<file path="config.mk">
export PLATFORM = sky130hd
export DESIGN_NAME = laser_beam_tx_flat
export DESIGN_NICKNAME = d
export VERILOG_FILES = /design/src/rtl/laser_beam_tx_if.sv /design/src/rtl/laser_beam_tx.sv /design/src/flat_wrapper.sv
export SDC_FILE = /design/constraint.sdc
export NUM_CORES = 1
export LEC_CHECK = 0
export ABC_CLOCK_PERIOD_IN_PS = 2400
export CORE_UTILIZATION = 30
export DETAILED_ROUTE_END_ITERATION = 8
export PLACE_DENSITY = 0.59
export SLEW_MARGIN = 40
export SYNTH_ARGS = -nofsm -noshare
export SYNTH_HDL_FRONTEND = slang
export SYNTH_SLANG_ARGS = --single-unit
</file>
<file path="constraint.sdc">
create_clock -name clock -period 2.4 [get_ports clock]
set_clock_uncertainty 0.05 [all_clocks]
set_input_delay 0.6 -clock clock [delete_from_list [all_inputs] [get_ports clock]]
set_output_delay 0.6 -clock clock [all_outputs]
set_load 0.01 [all_outputs]
</file>
<file path="src/rtl/laser_beam_tx_if.sv">
// Laser tripwire transmit-side signal bundle.
// The master modport is the transmitter. The slave modport is the enable
// source and the receiver/comparator that consumes the timing outputs.
interface laser_beam_tx_if;
  logic        enable;
  logic        laser_drive;
  logic        expected_level;
  logic        sample_strobe;
  logic        ambient_strobe;
  logic        frame_start;
  logic [15:0] frame_count;
  logic        busy;

  modport master (
    input  enable,
    output laser_drive, expected_level, sample_strobe, ambient_strobe,
           frame_start, frame_count, busy
  );

  modport slave (
    output enable,
    input  laser_drive, expected_level, sample_strobe, ambient_strobe,
           frame_start, frame_count, busy
  );
endinterface

</file>
<file path="src/rtl/laser_beam_tx.sv">
// Laser tripwire transmitter.
// Each frame has three parts: ambient (laser off), LFSR-keyed code bits,
// and a steady-on gap. A steady light source therefore cannot spoof the beam.
// Every output is a flop. The outputs are decoded from next-state values,
// so each output lines up with the state that is current in the same cycle.
module laser_beam_tx #(
  parameter int          BIT_CYCLES   = 50000,
  parameter int          CODE_BITS    = 16,
  parameter int          AMBIENT_BITS = 2,
  parameter int          GAP_BITS     = 2,
  parameter logic [15:0] LFSR_SEED    = 16'hACE1
) (
  input  logic              clock,
  input  logic              rst,
  laser_beam_tx_if.master   bus
);

  localparam int TW    = (BIT_CYCLES > 2) ? $clog2(BIT_CYCLES) : 1;
  localparam int MAXB0 = (CODE_BITS > AMBIENT_BITS) ? CODE_BITS : AMBIENT_BITS;
  localparam int MAXB  = (MAXB0 > GAP_BITS) ? MAXB0 : GAP_BITS;
  localparam int BW    = (MAXB > 1) ? $clog2(MAXB) : 1;

  localparam logic [TW-1:0] TIMER_LAST = TW'(BIT_CYCLES - 1);
  localparam logic [TW-1:0] TIMER_MID  = TW'(BIT_CYCLES / 2);
  localparam logic [BW-1:0] AMB_LAST   = BW'(AMBIENT_BITS - 1);
  localparam logic [BW-1:0] CODE_LAST  = BW'(CODE_BITS - 1);
  localparam logic [BW-1:0] GAP_LAST   = BW'(GAP_BITS - 1);
  // An all-zero seed would lock the LFSR at zero.
  localparam logic [15:0]   SEED       = (LFSR_SEED == 16'h0000) ? 16'h0001 : LFSR_SEED;
  localparam logic [15:0]   LFSR_TAPS  = 16'hB400;

  typedef enum logic [1:0] {IDLE, AMBIENT, CODE, GAP} state_e;

  state_e        state_q, state_d;
  logic [TW-1:0] timer_q, timer_d;
  logic [BW-1:0] bit_idx_q, bit_idx_d;
  logic [15:0]   lfsr_q, lfsr_d;
  logic [15:0]   frame_count_q, frame_count_d;
  logic          bit_end;

  logic laser_q, laser_d;
  logic level_q, level_d;
  logic samp_q, samp_d;
  logic amb_q, amb_d;
  logic fstart_q, fstart_d;
  logic busy_q, busy_d;

  // State, timing and output registers. Reset overrides every other input.
  always_ff @(posedge clock) begin
    if (rst) begin
      state_q       <= IDLE;
      timer_q       <= '0;
      bit_idx_q     <= '0;
      lfsr_q        <= SEED;
      frame_count_q <= '0;
      laser_q       <= 1'b0;
      level_q       <= 1'b0;
      samp_q        <= 1'b0;
      amb_q         <= 1'b0;
      fstart_q      <= 1'b0;
      busy_q        <= 1'b0;
    end else begin
      state_q       <= state_d;
      timer_q       <= timer_d;
      bit_idx_q     <= bit_idx_d;
      lfsr_q        <= lfsr_d;
      frame_count_q <= frame_count_d;
      laser_q       <= laser_d;
      level_q       <= level_d;
      samp_q        <= samp_d;
      amb_q         <= amb_d;
      fstart_q      <= fstart_d;
      busy_q        <= busy_d;
    end
  end

  // Next state: the bit timer, the bit index within the current phase,
  // the LFSR step and the completed-frame counter.
  always_comb begin
    state_d       = state_q;
    timer_d       = timer_q;
    bit_idx_d     = bit_idx_q;
    lfsr_d        = lfsr_q;
    frame_count_d = frame_count_q;
    bit_end       = (timer_q == TIMER_LAST);

    if (state_q != IDLE) begin
      timer_d = bit_end ? '0 : timer_q + 1'b1;
      if (bit_end) bit_idx_d = bit_idx_q + 1'b1;
    end

    case (state_q)
      IDLE: begin
        timer_d   = '0;
        bit_idx_d = '0;
        if (bus.enable) state_d = AMBIENT;
      end
      AMBIENT: begin
        if (bit_end && bit_idx_q == AMB_LAST) begin
          state_d   = CODE;
          bit_idx_d = '0;
        end
      end
      CODE: begin
        // Galois right shift. The LFSR steps once per code bit and is never
        // reseeded between frames.
        if (bit_end)
          lfsr_d = lfsr_q[0] ? ((lfsr_q >> 1) ^ LFSR_TAPS) : (lfsr_q >> 1);
        if (bit_end && bit_idx_q == CODE_LAST) begin
          state_d   = GAP;
          bit_idx_d = '0;
        end
      end
      GAP: begin
        if (bit_end && bit_idx_q == GAP_LAST) begin
          frame_count_d = frame_count_q + 16'd1;
          bit_idx_d     = '0;
          // Dropping enable only takes effect here, so a frame always completes.
          state_d       = bus.enable ? AMBIENT : IDLE;
        end
      end
      default: state_d = IDLE;
    endcase
  end

  // Output decode from next-state values, so the registered outputs line up
  // with the state held in the same cycle.
  always_comb begin
    laser_d  = 1'b0;
    level_d  = 1'b0;
    samp_d   = 1'b0;
    amb_d    = 1'b0;
    fstart_d = 1'b0;
    busy_d   = (state_d != IDLE);
    case (state_d)
      AMBIENT: begin
        amb_d    = (timer_d == TIMER_MID);
        fstart_d = (state_q != AMBIENT);
      end
      CODE: begin
        laser_d = lfsr_d[0];
        level_d = lfsr_d[0];
        samp_d  = (timer_d == TIMER_MID);
      end
      GAP: begin
        laser_d = 1'b1;
        level_d = 1'b1;
      end
      default: ;
    endcase
  end

  assign bus.laser_drive    = laser_q;
  assign bus.expected_level = level_q;
  assign bus.sample_strobe  = samp_q;
  assign bus.ambient_strobe = amb_q;
  assign bus.frame_start    = fstart_q;
  assign bus.frame_count    = frame_count_q;
  assign bus.busy           = busy_q;

endmodule
</file>
<file path="src/flat_wrapper.sv">
// flat-port wrapper written by rule: the top's interface ports become plain ports
module laser_beam_tx_flat 
#(
  parameter int          BIT_CYCLES   = 50000,
  parameter int          CODE_BITS    = 16,
  parameter int          AMBIENT_BITS = 2,
  parameter int          GAP_BITS     = 2,
  parameter logic [15:0] LFSR_SEED    = 16'hACE1
)
  (clock, rst, bus_enable, bus_laser_drive, bus_expected_level, bus_sample_strobe, bus_ambient_strobe, bus_frame_start, bus_frame_count, bus_busy);
  laser_beam_tx_if bus_i ();
  input  logic clock;
  input  logic rst;
  input wire logic [$bits(bus_i.enable)-1:0] bus_enable;
  output wire logic [$bits(bus_i.laser_drive)-1:0] bus_laser_drive;
  output wire logic [$bits(bus_i.expected_level)-1:0] bus_expected_level;
  output wire logic [$bits(bus_i.sample_strobe)-1:0] bus_sample_strobe;
  output wire logic [$bits(bus_i.ambient_strobe)-1:0] bus_ambient_strobe;
  output wire logic [$bits(bus_i.frame_start)-1:0] bus_frame_start;
  output wire logic [$bits(bus_i.frame_count)-1:0] bus_frame_count;
  output wire logic [$bits(bus_i.busy)-1:0] bus_busy;
  assign bus_i.enable = bus_enable;
  assign bus_laser_drive = bus_i.laser_drive;
  assign bus_expected_level = bus_i.expected_level;
  assign bus_sample_strobe = bus_i.sample_strobe;
  assign bus_ambient_strobe = bus_i.ambient_strobe;
  assign bus_frame_start = bus_i.frame_start;
  assign bus_frame_count = bus_i.frame_count;
  assign bus_busy = bus_i.busy;
  laser_beam_tx #(.BIT_CYCLES(BIT_CYCLES), .CODE_BITS(CODE_BITS), .AMBIENT_BITS(AMBIENT_BITS), .GAP_BITS(GAP_BITS), .LFSR_SEED(LFSR_SEED)) u_core (.clock(clock), .rst(rst), .bus(bus_i));
endmodule
</file>
==> reports/qor.yml <==
status: "completed"
crit_buf_inv: 0
comb_power_share_pct: 3.4
die_h_um: 99
final.min_clock_period_ns: 2.29
power_frac_seq_pct: 46.0
r2r_slack_ns: 0.11
place_ws_ns: 0.0754
slew_headroom_pct: 64.9
hold_class: "reg -> reg"
clock_latency_ns: 0.33
ys_dominant_reg_cell: "dfxtp_1"
grt_pass1_wl_um: 10500
path_clk_slew_ns: 0.07
h-tree-depth: 3
p_int_mw: 1.71
synth_cells: 340
setup_viol_count_final: 0
muxShareOfSynthArea_pct: 2.30
grt_pass1_vias: 2327
synth_edf_count: 0
start_util_pct: 30.7
maxCapViolCount: 0
syn_area_per_cell_um2: 8.30
synth_top_family_by_area: "simple AND/OR/NAND/NOR gates"
ys_warn_count: 0
clockBufferDepth: 2
cts_hold_buf: 0
final_core_util_pct: 39.0
syn-cell-area_mm2: 0.00282
finalWirelength_um: 6070
cts_buffers: 9
overflow: 0
layout_commonest_cell: "dfxtp_1"
rows: 35
finalCritPeriodShare_pct: 95.4
diodes: 0
antenna_found_initial: 0
num_vias: 2477
syn-num-nets: 347
r2r_end: "u_core.bus.sample_strobe"
hold_viol: 0
yosys.area_share.simple_pct: 32.0
hold_start: "u_core.lfsr_q[8]"
async_reset_ff_share_pct: 0
post-cts-setup-buffer-count: 0
slowest_delay_ns: 0.59
numPortBuffers: 24
p_per_area_mw_per_mm2: 599
cp-start-kind: "flop"
path_cells: "or4bb_4 -> or4_4 -> a221o_1 -> or2_0 -> nor4_2"
dr.first_iter.drc_count: 91
final_net_count: 392
grt_max_degree: 29
end_kind: "flop"
cts.sinks: 59
dp_hpwl_um: 4410
p_sw_mw: 0.443
drc_errors: 0
ir_drop_uv: 290
ys_ff_latch: 59
die_area_mm2: 0.00980
tightest_slew_ns: 0.522
hold_path_end: "u_core.lfsr_q[8]"
cts-resized-gates: 0
critPathArrivalTime_ns: 2.48
cts-root-buf: "clkbuf_8"
path_class: "reg -> reg"
cts_tree: "built"
cp.required_ns: 2.59
max_freq_mhz: 437
synth-seq-area-share_pct: 41.8
gp_congestion: 0.833
leakage_nw: 1.34
layout_common_cells: "dfxtp_1 (56), nand2_1 (51), nor2_1 (47)"
first_pass_iters: 5
avgRoutedWirePerCell_um: 12.1
routed_via_density: 4.94
worst-r2r-cell-count: 5
ant_nets: 0
clock_power_share_pct: 50.7
finalMaxSlewViolations: 0
synth_cell_type_count: 54
area_growth_pct: 27.2
coreArea_mm2: 0.00920
ios: 25
synth_xor_area_share_pct: 8.07
holdPathStages: 2
drive_gt1_share_pct: 15.6
worstPathMaxFanout: 8
nFillCells: 929
synth_compound_area_share_pct: 10.2
netSwitchingFraction_pct: 20.6
slowest_stage: "or4_4"
grt_usage_pct: 13.3
die_w_um: 99
cpLargestDelayFamily: "simple AND/OR/NAND/NOR gates"
reg2reg_from: "u_core.timer_q[13]"
synthAdderAreaFrac_pct: 1.77
worst_slack_ns: 0.111
[per-layer routing]
layer  GRT usage, %  share of wire [%]  up-vias
met3           3.90                3.4       10
met2           22.1                 49       35
met5              0                  0        -
met1           16.2                 46     1160
li1               -                  -     1272
met4           5.05                1.6        0
[synth_stat cells (all sizes together) (2+ instances only)]
library cell   n  share of area (%)
o31ai          2               0.53
and2           2               0.44
mux2           4                1.6
xnor2         13                4.0
nor4           4                1.1
nor2          47                6.3
xor2          13                4.0
and3b          2               0.62
nor2b          5                1.1
ha             4                1.8
nor3           8                1.6
or4bb          2               0.80
nand2b         2               0.44
buf            5                1.2
o211ai         6                1.6
and3           7                1.6
or4            6                1.6
o21ai          4               0.71
and4           3               0.93
a21boi         3               0.80
clkbuf        12                1.6
nor3b          2               0.71
o22ai          2               0.44
or2            3               0.66
or3            2               0.44
a211oi         3               0.80
nand2         51                6.8
dfxtp         59                 42
nand3         17                3.0
o21a           2               0.53
mux2i          2               0.71
nand4         10                2.2
a21oi         12                2.1
inv            8                1.1
[metrics by stage]
stage / TNS (ns) / cell area (um^2) / std cells / total power, mW / hold WS, ns
2_1_floorplan: 0 / 2840 / 340 / 1.05 / 0.381
3_3_place_gp: 0 / 3340 / 485 / 1.08 / 0.391
3_5_place_dp: 0 / 3340 / 485 / 1.08 / 0.396
4_1_cts: 0 / 3580 / 501 / 2.18 / 0.403
5_1_grt: -0.00689 / 3590 / 501 / 2.24 / 0.420
6_report: 0 / 3590 / 501 / 2.15 / 0.400
[registers in the layout, indices dropped and copies added, names as in the netlist]
| register | count |
|---|---|
| u_core.bus.frame_count | 16 |
| u_core.lfsr_q | 16 |
| u_core.timer_q | 16 |
| u_core.bit_idx_q | 4 |
| u_core.state_q | 2 |
| u_core.bus.ambient_strobe | 1 |
| u_core.bus.busy | 1 |
| u_core.bus.frame_start | 1 |
| u_core.bus.laser_drive | 1 |
| u_core.bus.sample_strobe | 1 |
[power by group through the flow]
stage          clock network [mW]  registers [mW]  logic (mW)
2_1_floorplan                   0            1.01      0.0397
3_5_place_dp                    0            1.01      0.0726
6_report                     1.09           0.988      0.0729
3_3_place_gp                    0            1.01      0.0719
5_1_grt                      1.17           0.988      0.0805
4_1_cts                      1.12           0.988      0.0728
[final cells by class]
cell class	instances	area, um^2	area share (%)
multi-input cells	256	1550	43.2
flip-flops and latches	59	1180	33.0
repair buffers	51	443	12.3
well taps	111	139	3.87
clock buffers	10	128	3.56
clock inverters	6	114	3.17
inverters	8	30.0	0.837
[kinds of logic (layout without fill, tap and decap cells)]
family | after synthesis | count (layout)
AND/OR/NAND/NOR | 178 | 178
buffers and inverters | 25 | 75
multiplexers | 6 | 6
adder cells (fa/ha/maj) | 4 | 4
XOR/XNOR | 26 | 26
flip-flops | 59 | 59
AO/OA/AOI/OAI | 42 | 42
[tightest hold or removal path, delay by kind of cell (launching register included)]
family             cells  cell delay [ns]
AOI/OAI and AO/OA      1             0.05
and+or+nand+nor        1             0.05
DFF                    1             0.31
[how the worst max path moves through the flow]
| stage | to | from | depth (start not counted) |
|---|---|---|---|
| after floorplan | u_core.bus.ambient_strobe | u_core.timer_q[14] | 6 |
| after global placement | u_core.bus.ambient_strobe | u_core.timer_q[13] | 5 |
| after detailed placement | u_core.bus.ambient_strobe | u_core.timer_q[13] | 5 |
| after CTS | u_core.bus.ambient_strobe | u_core.timer_q[13] | 5 |
| after global routing | u_core.bus.frame_count[12] | u_core.timer_q[14] | 6 |
| final | u_core.bus.sample_strobe | u_core.timer_q[13] | 5 |
Note: power is estimated with default switching activity, not from simulation.
==> patch (same flow settings) <==
`AMBIENT_BITS` is set to 2 in 2 places; all go to 4.
--- a/src/rtl/laser_beam_tx.sv
+++ b/src/rtl/laser_beam_tx.sv
@@ -6,7 +6,7 @@
 module laser_beam_tx #(
   parameter int          BIT_CYCLES   = 50000,
   parameter int          CODE_BITS    = 16,
-  parameter int          AMBIENT_BITS = 2,
+  parameter int          AMBIENT_BITS = 4,
   parameter int          GAP_BITS     = 2,
   parameter logic [15:0] LFSR_SEED    = 16'hACE1
 ) (
--- a/src/flat_wrapper.sv
+++ b/src/flat_wrapper.sv
@@ -3,7 +3,7 @@
 #(
   parameter int          BIT_CYCLES   = 50000,
   parameter int          CODE_BITS    = 16,
-  parameter int          AMBIENT_BITS = 2,
+  parameter int          AMBIENT_BITS = 4,
   parameter int          GAP_BITS     = 2,
   parameter logic [15:0] LFSR_SEED    = 16'hACE1
 )
Check against the original RTL: same outputs for any inputs over 10 cycles, from zero or initial values and one cycle with rst high; that may be too few to reach the edited logic, so the function may still have changed.
==> patch against the unedited design <==
- synthesized area decreased by 3.5%
- worst hold slack improved by 0.012 ns
- wire length decreased by 11%
- cell area decreased by 7.9%
- fmax increased by 1.5%
- sequential cell count unchanged
- die area decreased by 3.5%
- power decreased by 11%
- worst setup slack improved by 0.035 ns
==> patch: results (changes against the unedited design) <==
| Metric | Value |
|---|---|
| Status | `complete, no violations` |
| Static Leak | `1.21 nW (-9.2%)` |
| Crit path max fanout | `5 (-3)` |
| Most instantiated cells after synthesis | `dfxtp_1 (59), nor2_1 (55), xnor2_1 (20), inv_1 (19), nand2_1 (19)` |
| Register area share after synthesis | `43.4% (+1.5 points)` |
| Layout fillers | `883 (-5.0%)` |
| First-pass GRT wire length | `9330 microns (-11%)` |
| Number of global-route vias before repair | `2,008 (-14%)` |
| Largest net degree at the start of global routing | `33 (+14%)` |
| DP HPWL | `3800 microns (-14%)` |
| Placed instance count | `440 (-9.3%)` |
| Gpl congestion | `0.749 (-10%)` |
| Final non-filler cell total | `456 (-9.0%)` |
| Max clock buf depth | `2 (unchanged)` |
| Root Driver | `clkbuf_8` |
| Syn nets | `321 (-7.5%)` |
| Setup bufs post-CTS | `0 (unchanged)` |
| Ys Warns | `0 (unchanged)` |
| Distinct cell type count after synthesis | `46 (-15%)` |
| Vias | `2,178 (-12%)` |
| Synth area leaders | `dfxtp_1 (43%), nor2_1 (7.6%), xnor2_1 (6.4%)` |
| Slew @ Worst Pin | `0.490 ns (-0.0323 ns)` |
| Syn Inst Count | `314 (-7.6%)` |
| Routed wire length | `5400 microns (-11%)` |
| Max-slew violations | `0 (unchanged)` |
| Placed cell areas | `3110 sq um (-6.8%)` |
| Peak VDD IR | `0.187 mV (-35%)` |
| Gr usage total | `12.2% (-1.1 points)` |
| Final net count | `350 (-11%)` |
| Max stage delay cell, worst path | `or4_1` |
| Layout cells sized above 1 | `10.9% (-4.7 points)` |
| Main synth FF type | `dfxtp_1` |
| Drt first-iter violations | `127 (+40%)` |
| Synth async-reset ratio | `0% (unchanged)` |
| Slowest cell delay on critical path | `0.53 ns (-0.06 ns)` |
| Post-Place Setup Slack | `0.118 ns (+0.0429 ns)` |
| DRT Pass-1 Iters | `4 (-1)` |
-- patch: cells by family (layout without fill, tap and decap cells) --
kind of cell	after synthesis	in the layout	synth area share, %
buffers and inverters	36	70	5.19
adder cells (fa/ha/maj)	4	4	1.84
flip-flops	59	59	43.4
AND/OR/NAND/NOR	142	142	27.3
AO/OA/AOI/OAI	30	30	7.81
multiplexers	12	12	4.46
XOR/XNOR	31	31	9.97
-- patch: routing by layer --
metal / wire length [microns] / global-route usage [%] / vias to the layer above / share of wire [%]
met5: 0 / 0 / - / 0
met4: 114 / 6.11 / 0 / 2.1
met3: 160 / 3.38 / 12 / 3.0
met2: 2390 / 18.1 / 28 / 44
met1: 2730 / 16.1 / 1014 / 51
li1: - / - / 1124 / -
-- patch: per-stage QoR --
step | utilization [%] | power (mW)
after CTS | 37.7 | 1.95
final | 37.7 | 1.92
after floorplan | - | 1.03
after detailed placement | 35.5 | 1.05
after global placement | 35.5 | 1.05
after global routing | 37.7 | 2.00
-- patch: area by class of cell --
| cell class | instances | area [sq um] | area share (%) |
|---|---|---|---|
| sequential | 59 | 1180 | 35.7 |
| inverter | 19 | 71.3 | 2.16 |
| timing repair buffer | 35 | 323 | 9.77 |
| clock buffer | 11 | 141 | 4.28 |
| tap | 108 | 135 | 4.09 |
| clock inverter | 5 | 52.6 | 1.59 |
| multi-input combinational | 219 | 1400 | 42.4 |
-- patch: final timing paths --
check | from | depth (start not counted) | end | slack, ns
max reg2reg | u_core.timer_q[0] | 7 | u_core.bus.frame_count[15] | 0.15
min reg2reg | u_core.lfsr_q[5] | 1 | u_core.lfsr_q[5] | 0.41
min | u_core.lfsr_q[5] | 1 | u_core.lfsr_q[5] | 0.41
max | u_core.timer_q[0] | 7 | u_core.bus.frame_count[15] | 0.15
-- patch: power breakdown --
part | switching [mW] | internal [mW] | total [mW]
clock network | 0.385 | 0.502 | 0.887
registers | 0.00462 | 0.984 | 0.989
logic | 0.0249 | 0.0156 | 0.0405
